`src/rtl/mem_port_arbiter_if.sv`:
```
// MemPort bundle: valid/ready request handshake plus in-order rvalid responses.
// The master drives the request fields; the slave drives ready and the response.
interface mem_port_arbiter_if #(
  parameter int ADDR_W = 32,
  parameter int DATA_W = 32
);
  logic                  valid;
  logic [ADDR_W-1:0]     addr;
  logic                  write_en;
  logic [DATA_W/8-1:0]   byte_en;
  logic [DATA_W-1:0]     wdata;
  logic                  ready;
  logic                  rvalid;
  logic [DATA_W-1:0]     rdata;

  modport master (
    output valid, addr, write_en, byte_en, wdata,
    input  ready, rvalid, rdata
  );

  modport slave (
    input  valid, addr, write_en, byte_en, wdata,
    output ready, rvalid, rdata
  );
endinterface

```
`src/rtl/mem_port_arbiter.sv`:
```
// Shares one MemPort slave between instruction and data masters, routing in-order
// responses through an ID FIFO. Define MEM_ARB_ROUND_ROBIN_EN to alternate on ties.
module mem_port_arbiter #(
  parameter int ADDR_W          = 32,
  parameter int DATA_W          = 32,
  parameter int MAX_OUTSTANDING = 2
) (
  input  logic                 clk,
  input  logic                 rst,
  mem_port_arbiter_if.slave    instr,
  mem_port_arbiter_if.slave    data,
  mem_port_arbiter_if.master   mem,
  output logic                 err
);

  typedef enum logic {
    ID_INSTR = 1'b0,
    ID_DATA  = 1'b1
  } id_e;

  localparam int CW = $clog2(MAX_OUTSTANDING + 1);
  localparam int IW = (MAX_OUTSTANDING > 1) ? $clog2(MAX_OUTSTANDING) : 1;
  localparam logic [CW-1:0] MAX_CNT = CW'(MAX_OUTSTANDING);

  id_e           r_ids [MAX_OUTSTANDING];
  logic [CW-1:0] r_count;
  logic          r_lock_vld;
  id_e           r_lock_id;
  id_e           r_last_id;
  logic          r_err;

  id_e           w_sel;
  logic          w_sel_valid;
  logic          w_full;
  logic          w_empty;
  logic          w_accept;
  logic          w_pop;
  logic          w_rsp_err;
  logic [IW-1:0] w_wr_idx;

  always_comb begin
    w_sel = ID_DATA;
    if (r_lock_vld) begin
      w_sel = r_lock_id;
    end else if (instr.valid && !data.valid) begin
      w_sel = ID_INSTR;
    end else if (data.valid && !instr.valid) begin
      w_sel = ID_DATA;
    end else if (instr.valid && data.valid) begin
`ifdef MEM_ARB_ROUND_ROBIN_EN
      w_sel = id_e'(~r_last_id);
`else
      w_sel = ID_DATA;
`endif
    end
  end

  // Full is judged on the registered count, so a same-cycle pop never unblocks.
  assign w_full      = (r_count == MAX_CNT);
  assign w_empty     = (r_count == '0);
  assign w_sel_valid = (w_sel == ID_DATA) ? data.valid : instr.valid;
  assign w_accept    = mem.valid & mem.ready;

  assign mem.valid    = w_sel_valid & ~w_full & ~rst;
  assign mem.addr     = (w_sel == ID_DATA) ? data.addr : instr.addr;
  assign mem.write_en = (w_sel == ID_DATA) & data.write_en;
  assign mem.byte_en  = (w_sel == ID_DATA) ? data.byte_en : '1;
  assign mem.wdata    = (w_sel == ID_DATA) ? data.wdata : '0;

  assign instr.ready  = w_accept & (w_sel == ID_INSTR);
  assign data.ready   = w_accept & (w_sel == ID_DATA);

  assign w_pop        = mem.rvalid & ~w_empty & ~rst;
  assign w_rsp_err    = mem.rvalid & w_empty;
  assign instr.rvalid = w_pop & (r_ids[0] == ID_INSTR);
  assign data.rvalid  = w_pop & (r_ids[0] == ID_DATA);
  assign instr.rdata  = mem.rdata;
  assign data.rdata   = mem.rdata;
  assign err          = r_err;

  // On a simultaneous pop the entries shift down, so the new ID lands one slot lower.
  assign w_wr_idx = w_pop ? IW'(r_count - 1'b1) : IW'(r_count);

  always_ff @(posedge clk or posedge rst) begin
    if (rst) begin
      r_ids      <= '{default: ID_INSTR};
      r_count    <= '0;
      r_lock_vld <= 1'b0;
      r_lock_id  <= ID_INSTR;
      r_last_id  <= ID_INSTR;
      r_err      <= 1'b0;
    end else begin
      if (w_pop) begin
        for (int unsigned i = 0; i + 1 < MAX_OUTSTANDING; i++) begin
          r_ids[i] <= r_ids[i+1];
        end
      end
      if (w_accept) begin
        r_ids[w_wr_idx] <= w_sel;
        r_last_id       <= w_sel;
      end

      if (w_accept && !w_pop) begin
        r_count <= r_count + 1'b1;
      end else if (!w_accept && w_pop) begin
        r_count <= r_count - 1'b1;
      end

      if (w_accept) begin
        r_lock_vld <= 1'b0;
      end else if (mem.valid && !mem.ready) begin
        r_lock_vld <= 1'b1;
        r_lock_id  <= w_sel;
      end

      if (w_rsp_err) begin
        r_err <= 1'b1;
      end
    end
  end

  // Instruction ports carry no write fields; last_id only steers round-robin builds.
`ifdef MEM_ARB_ROUND_ROBIN_EN
  logic w_unused;
  assign w_unused = ^{instr.write_en, instr.byte_en, instr.wdata};
`else
  logic w_unused;
  assign w_unused = ^{instr.write_en, instr.byte_en, instr.wdata, r_last_id};
`endif

endmodule
```
`src/flat_wrapper.sv`:
```
// flat-port wrapper written by rule: the top's interface ports become plain ports
module mem_port_arbiter_flat 
#(
  parameter int ADDR_W          = 32,
  parameter int DATA_W          = 32,
  parameter int MAX_OUTSTANDING = 2
)
  (clk, rst, err, instr_valid, instr_addr, instr_write_en, instr_byte_en, instr_wdata, instr_ready, instr_rvalid, instr_rdata, data_valid, data_addr, data_write_en, data_byte_en, data_wdata, data_ready, data_rvalid, data_rdata, mem_valid, mem_addr, mem_write_en, mem_byte_en, mem_wdata, mem_ready, mem_rvalid, mem_rdata);
  mem_port_arbiter_if #(.ADDR_W(ADDR_W), .DATA_W(DATA_W)) instr_i ();
  mem_port_arbiter_if #(.ADDR_W(ADDR_W), .DATA_W(DATA_W)) data_i ();
  mem_port_arbiter_if #(.ADDR_W(ADDR_W), .DATA_W(DATA_W)) mem_i ();
  input  logic clk;
  input  logic rst;
  output logic err;
  input wire logic [$bits(instr_i.valid)-1:0] instr_valid;
  input wire logic [$bits(instr_i.addr)-1:0] instr_addr;
  input wire logic [$bits(instr_i.write_en)-1:0] instr_write_en;
  input wire logic [$bits(instr_i.byte_en)-1:0] instr_byte_en;
  input wire logic [$bits(instr_i.wdata)-1:0] instr_wdata;
  output wire logic [$bits(instr_i.ready)-1:0] instr_ready;
  output wire logic [$bits(instr_i.rvalid)-1:0] instr_rvalid;
  output wire logic [$bits(instr_i.rdata)-1:0] instr_rdata;
  input wire logic [$bits(data_i.valid)-1:0] data_valid;
  input wire logic [$bits(data_i.addr)-1:0] data_addr;
  input wire logic [$bits(data_i.write_en)-1:0] data_write_en;
  input wire logic [$bits(data_i.byte_en)-1:0] data_byte_en;
  input wire logic [$bits(data_i.wdata)-1:0] data_wdata;
  output wire logic [$bits(data_i.ready)-1:0] data_ready;
  output wire logic [$bits(data_i.rvalid)-1:0] data_rvalid;
  output wire logic [$bits(data_i.rdata)-1:0] data_rdata;
  output wire logic [$bits(mem_i.valid)-1:0] mem_valid;
  output wire logic [$bits(mem_i.addr)-1:0] mem_addr;
  output wire logic [$bits(mem_i.write_en)-1:0] mem_write_en;
  output wire logic [$bits(mem_i.byte_en)-1:0] mem_byte_en;
  output wire logic [$bits(mem_i.wdata)-1:0] mem_wdata;
  input wire logic [$bits(mem_i.ready)-1:0] mem_ready;
  input wire logic [$bits(mem_i.rvalid)-1:0] mem_rvalid;
  input wire logic [$bits(mem_i.rdata)-1:0] mem_rdata;
  assign instr_i.valid = instr_valid;
  assign instr_i.addr = instr_addr;
  assign instr_i.write_en = instr_write_en;
  assign instr_i.byte_en = instr_byte_en;
  assign instr_i.wdata = instr_wdata;
  assign instr_ready = instr_i.ready;
  assign instr_rvalid = instr_i.rvalid;
  assign instr_rdata = instr_i.rdata;
  assign data_i.valid = data_valid;
  assign data_i.addr = data_addr;
  assign data_i.write_en = data_write_en;
  assign data_i.byte_en = data_byte_en;
  assign data_i.wdata = data_wdata;
  assign data_ready = data_i.ready;
  assign data_rvalid = data_i.rvalid;
  assign data_rdata = data_i.rdata;
  assign mem_valid = mem_i.valid;
  assign mem_addr = mem_i.addr;
  assign mem_write_en = mem_i.write_en;
  assign mem_byte_en = mem_i.byte_en;
  assign mem_wdata = mem_i.wdata;
  assign mem_i.ready = mem_ready;
  assign mem_i.rvalid = mem_rvalid;
  assign mem_i.rdata = mem_rdata;
  mem_port_arbiter #(.ADDR_W(ADDR_W), .DATA_W(DATA_W), .MAX_OUTSTANDING(MAX_OUTSTANDING)) u_core (.clk(clk), .rst(rst), .instr(instr_i), .data(data_i), .mem(mem_i), .err(err));
endmodule
```
`config.mk`:
```
export PLATFORM = sky130hd
export DESIGN_NAME = mem_port_arbiter_flat
export DESIGN_NICKNAME = d
export VERILOG_FILES = /design/src/rtl/mem_port_arbiter_if.sv /design/src/rtl/mem_port_arbiter.sv /design/src/flat_wrapper.sv
export SDC_FILE = /design/constraint.sdc
export NUM_CORES = 1
export LEC_CHECK = 0
export CAP_MARGIN = 5
export CORE_AREA = 2 2 122 124
export CTS_BUF_LIST = sky130_fd_sc_hd__clkbuf_8
export DETAILED_ROUTE_END_ITERATION = 7
export DIE_AREA = 0 0 124 126
export PLACE_DENSITY = 0.58
export SETUP_SLACK_MARGIN = 0.02
export SLEW_MARGIN = 15
export SYNTH_ARGS = -nofsm -noshare
export SYNTH_HDL_FRONTEND = slang
export SYNTH_SLANG_ARGS = --single-unit
```
`constraint.sdc`:
```
create_clock -name clk -period 3.02 [get_ports clk]
set_input_delay 0.453 -clock clk [delete_from_list [all_inputs] [get_ports clk]]
set_output_delay 0.453 -clock clk [all_outputs]
set_load 0.1 [all_outputs]
```
# Yosys cells after proc, flatten, opt, wreduce, memory -nomap -nowiden
# Cells that the tools add are included.
[classes] n_addsub=2 magnitude_cmp=2 eq_ne=1 muxes=16 bitwise=18 reduce_logical=13
[ops] cell="32-bit two-way mux" count=2
[ops] cell="1-bit bitwise AND" count=11
[ops] cell="1-bit two-way mux" count=8
[ops] cell="2-bit two-way mux" count=3
[ops] cell="1-bit NOT" count=6
[ops] cell="1-bit logical AND" count=5
[ops] cell="1-bit zero test" count=4
[ops] cell="4-bit two-way mux" count=1
[ops] cell="2-bit nonzero test" count=2
[ops] cell="2-bit by 1-bit adder with 2-bit output, second input constant" count=1
[ops] cell="2-bit bitwise mux" count=1
[ops] cell="2-bit == test, second input constant" count=1
[ops] cell="2-bit greater-or-equal comparator, second input constant" count=1
[ops] cell="2-bit zero test" count=1
[ops] cell="2-bit by 1-bit < comparator with 1-bit output, second input constant" count=1
[ops] cell="1-bit NOT with 2-bit output" count=1
[ops] cell="2-bit AND reduction" count=1
[ops] cell="2-bit by 1-bit subtractor with 2-bit output, second input constant" count=1
[ops] cell="1-bit demux with 1-bit select" count=1
[word_totals] register_bits=7 input_bits=176 out_inout_bits=139

# Depth between registers and ports, before layout
[logic_depth] ltp_word=12 mapped_depth=8 ltp_nobuf=8

# Least setup slack after synthesis
# OpenSTA, ideal clock, no wires.
[synth_timing] path_kind="flip-flop to output port" startpoint="register u_core.r_count[0]" endpoint="output data_ready" arrival_time_ps=2579 setup_slack_ps=-12 path_stages_with_launch=6 cell_sequence="dfrtp_1 -> inv_1 -> ha_1 -> or2_2 -> a2111o_1 -> nor2_1"
[synth_via] elab_chain_len=6
[synth_rtl] element="start: declaration" line="mem_port_arbiter.sv:26" rtl="logic [CW-1:0] r_count;"
[synth_rtl] element="start signal: assignment" line="mem_port_arbiter.sv:104" rtl="r_count <= r_count + 1'b1;"
[synth_rtl] element="start signal: assignment" line="mem_port_arbiter.sv:106" rtl="r_count <= r_count - 1'b1;"
[synth_rtl] element="2-bit == test" line="mem_port_arbiter.sv:59" rtl="assign w_full = (r_count == MAX_CNT);"
[synth_rtl] element="1-bit NOT" line="mem_port_arbiter.sv:64" rtl="assign mem.valid = w_sel_valid & ~w_full & ~rst;"
[synth_rtl] element="1-bit bitwise AND (2 in series)" line="mem_port_arbiter.sv:64"
[synth_rtl] element="1-bit bitwise AND" line="mem_port_arbiter.sv:62" rtl="assign w_accept = mem.valid & mem.ready;"
[synth_rtl] element="1-bit bitwise AND" line="mem_port_arbiter.sv:71" rtl="assign data.ready = w_accept & (w_sel == ID_DATA);"
[synth_rtl] element="end: declaration" line="flat_wrapper.sv:28" rtl="output wire logic [$bits(data_i.ready)-1:0] data_ready;"
# Every way passes these cells.

# Worst setup path after layout
[layout_timing] startpoint="input data_valid" endpoint="output mem_wdata[16]"
[layout_via] elab_chain_len=5
[layout_rtl] element="start: declaration" line="flat_wrapper.sv:23" rtl="input wire logic [$bits(data_i.valid)-1:0] data_valid;"
[layout_rtl] element="1-bit zero test" line="mem_port_arbiter.sv:45" rtl="end else if (instr.valid && !data.valid) begin"
[layout_rtl] element="1-bit logical AND" line="mem_port_arbiter.sv:45"
[layout_rtl] element="1-bit two-way mux" line="mem_port_arbiter.sv:45"
[layout_rtl] element="1-bit two-way mux" line="mem_port_arbiter.sv:43" rtl="if (r_lock_vld) begin"
[layout_rtl] element="32-bit two-way mux" line="mem_port_arbiter.sv:68" rtl="assign mem.wdata = (w_sel == ID_DATA) ? data.wdata : '0;"
[layout_rtl] element="end: declaration" line="flat_wrapper.sv:35" rtl="output wire logic [$bits(mem_i.wdata)-1:0] mem_wdata;"
# Every way passes these cells.

==> results_dict.tcl <==
set metrics [dict create \
    dpl_cell_area_um2 3860 \
    ys.warnings.count 0 \
    synth_edf_count 0 \
    clk_latency_ns 0.23 \
    r2r_start "u_core.r_count[0]" \
    grt_util_all_layers_pct 7.85 \
    synth_async_sr_flop_share_pct 100 \
    slowest_stage "clkdlybuf4s50_1" \
    diodes 0 \
    synth_largest_area_cell "buf_4" \
    final_cell_area_um2 3900 \
    io_pins 315 \
    first_pass_iters 4 \
    netlist_area_um2 1550 \
    cts_tree "yes" \
    die_h_um 126 \
    reg2reg_depth 8 \
    synthTopCellsByArea "buf_4 31%, nand2_1 24%, and2_1 14%" \
    cts_root_buffer "clkbuf_8" \
    dp.cells 546 \
    netlist-cell-type-count 24 \
    ys_seq_elements 7 \
    clkSlewWorstSetupHoldPaths_ns 0.04 \
    ys.flop_type "dfrtp_1" \
    syn-num-nets 429 \
    clk_path_buf_depth 2 \
    cap_violations 0 \
    vias 1908 \
    place_congestion 0.631 \
    drc_errors 0 \
    worstPathArrival_ns 2.12 \
    cp_max_fo 42 \
    setup_viol 0 \
    initial_core_util_pct 10.8 \
    antenna_found_initial 0 \
    critPathCaptureType "primary output" \
    fin_crit_sh_pct 85.1 \
    tightest_slew_ns 0.465 \
    drt_iter0_markers 31 \
    slew-limit-headroom_pct 68.9 \
    postCtsSetupRepairBufs 0 \
    drive_gt1_share_pct 24.0 \
    grt_pass1_vias 2046 \
    grt_pass1_wl_um 9760 \
    wl_um 6550 \
    fp-row-count 44 \
    fin_crit_ns 2.57 \
    fin_skew_ns 0.00326 \
    nets 546 \
    grt_max_degree 43 \
    routedWlPerCell_um 11.9 \
    r2r-end "u_core.r_count[1]" \
    start_kind "input port" \
    ant_nets 0 \
    postSynthAreaPerCell_um2 6.18 \
    syn_inst 250 \
    min_from "u_core.err" \
    cts_hold_buf 0 \
    status "complete, no violations" \
    die_w_um 124 \
    cp_cell_sequence "clkdlybuf4s50_1 -> nand2b_1 -> mux2_2 -> buf_4 -> and2_1 -> buf_12" \
    cts_buffers 3 \
    synth_most_common_cell "nand2_1" \
    drv_slew 0 \
    cts_resized 0 \
    cts-htree-levels 1 \
    fin_cells 550 \
    required_ns 2.57 \
    gr-total-overflow 0 \
    ys_seq_area_share_pct 11.3 \
    vias_per_cell 3.47 \
    io_buffers 181 \
    synth_commonest_cells "97 x nand2_1, 64 x buf_4, 34 x and2_1" \
    finalHoldViolations 0 \
    slowest_delay_ns 0.49 \
    dp_hpwl_um 5780 \
    core-area_um2 14300 \
    area_growth_pct 153 \
    critical_path_class "in2out" \
    hold_depth 1 \
    rsz0062_at_grt "false" \
    hold_path.class "reg2reg" \
    max_freq_mhz 389 \
    holdPathEnd "u_core.err" \
    rrSetupSlack_ns 1.03 \
    yosys.area.top_type_share_pct 31.1 \
    clock_sinks 7 \
    nFillCells 1511 \
    dieArea_um2 15600 \
]
-- worst max-delay path, delay by kind of cell --
family / cells / cell delay [ns]
buf+inv: 3 / 1.01
mux: 1 / 0.18
simple gates: 2 / 0.45
-- layer usage --
layer	vias up	GRT usage, %	share of wire [%]
li1	926	-	-
met1	791	7.01	30
met2	149	14.8	50
met3	42	3.31	15
met4	0	3.77	4.4
met5	-	0	0
-- metrics by stage --
stage	TNS, ns	hold slack [ns]	setup WS, ns	utilization [%]
final	0	0.470	0.451	27.3
after global routing	0	0.487	0.342	27.3
after floorplan	-0.0237	0.256	-0.0118	-
after detailed placement	0	0.463	0.425	26.9
after global placement	0	0.448	0.448	26.9
after CTS	0	0.472	0.418	27.3
-- kinds of logic after synthesis --
logic type               count (synthesis)  share of synthesized area (%)
AO/OA/AOI/OAI                            9                           4.70
AND/OR/NAND/NOR                        143                           41.5
flip-flops                               7                           11.3
adder cells (fa/ha/maj)                  3                           2.43
buffers and inverters                   80                           35.0
XOR/XNOR                                 3                           1.70
multiplexers                             5                           3.32
-- layout make-up --
class	count	area, um^2	share of cell area, %
Multi-Input combinational cell	163	842	21.6
Clock buffer	3	41.3	1.06
Inverter	6	22.5	0.577
Tap cell	184	230	5.90
Clock inverter	1	3.75	0.0962
Sequential cell	7	175	4.49
Timing Repair Buffer	186	2590	66.3
-- cells in the final DEF, fill, tap and decap left out, types with 4 or more instances in the layout --
cell type          n
inv_1              7
dfrtp_1            7
buf_4              6
nor2_1             4
nand2_1           97
nand2b_1           5
clkdlybuf4s50_1  106
and2_1            34
buf_12            74
-- worst max path at each step --
| stage | endpoint | start | depth (start not counted) | slack, ns |
|---|---|---|---|---|
| 2_1_floorplan | data_ready | u_core.r_count[0] | 5 | -0.01 |
| 3_3_place_gp | mem_wdata[16] | data_valid | 6 | 0.45 |
| 3_5_place_dp | mem_wdata[16] | data_valid | 6 | 0.43 |
| 4_1_cts | mem_wdata[16] | data_valid | 6 | 0.42 |
| 5_1_grt | mem_wdata[16] | data_valid | 6 | 0.34 |
| 6_report | mem_wdata[16] | data_valid | 6 | 0.45 |
Power is not shown: default switching activity piles up to over one toggle a cycle in this logic, so the estimate is an artifact.
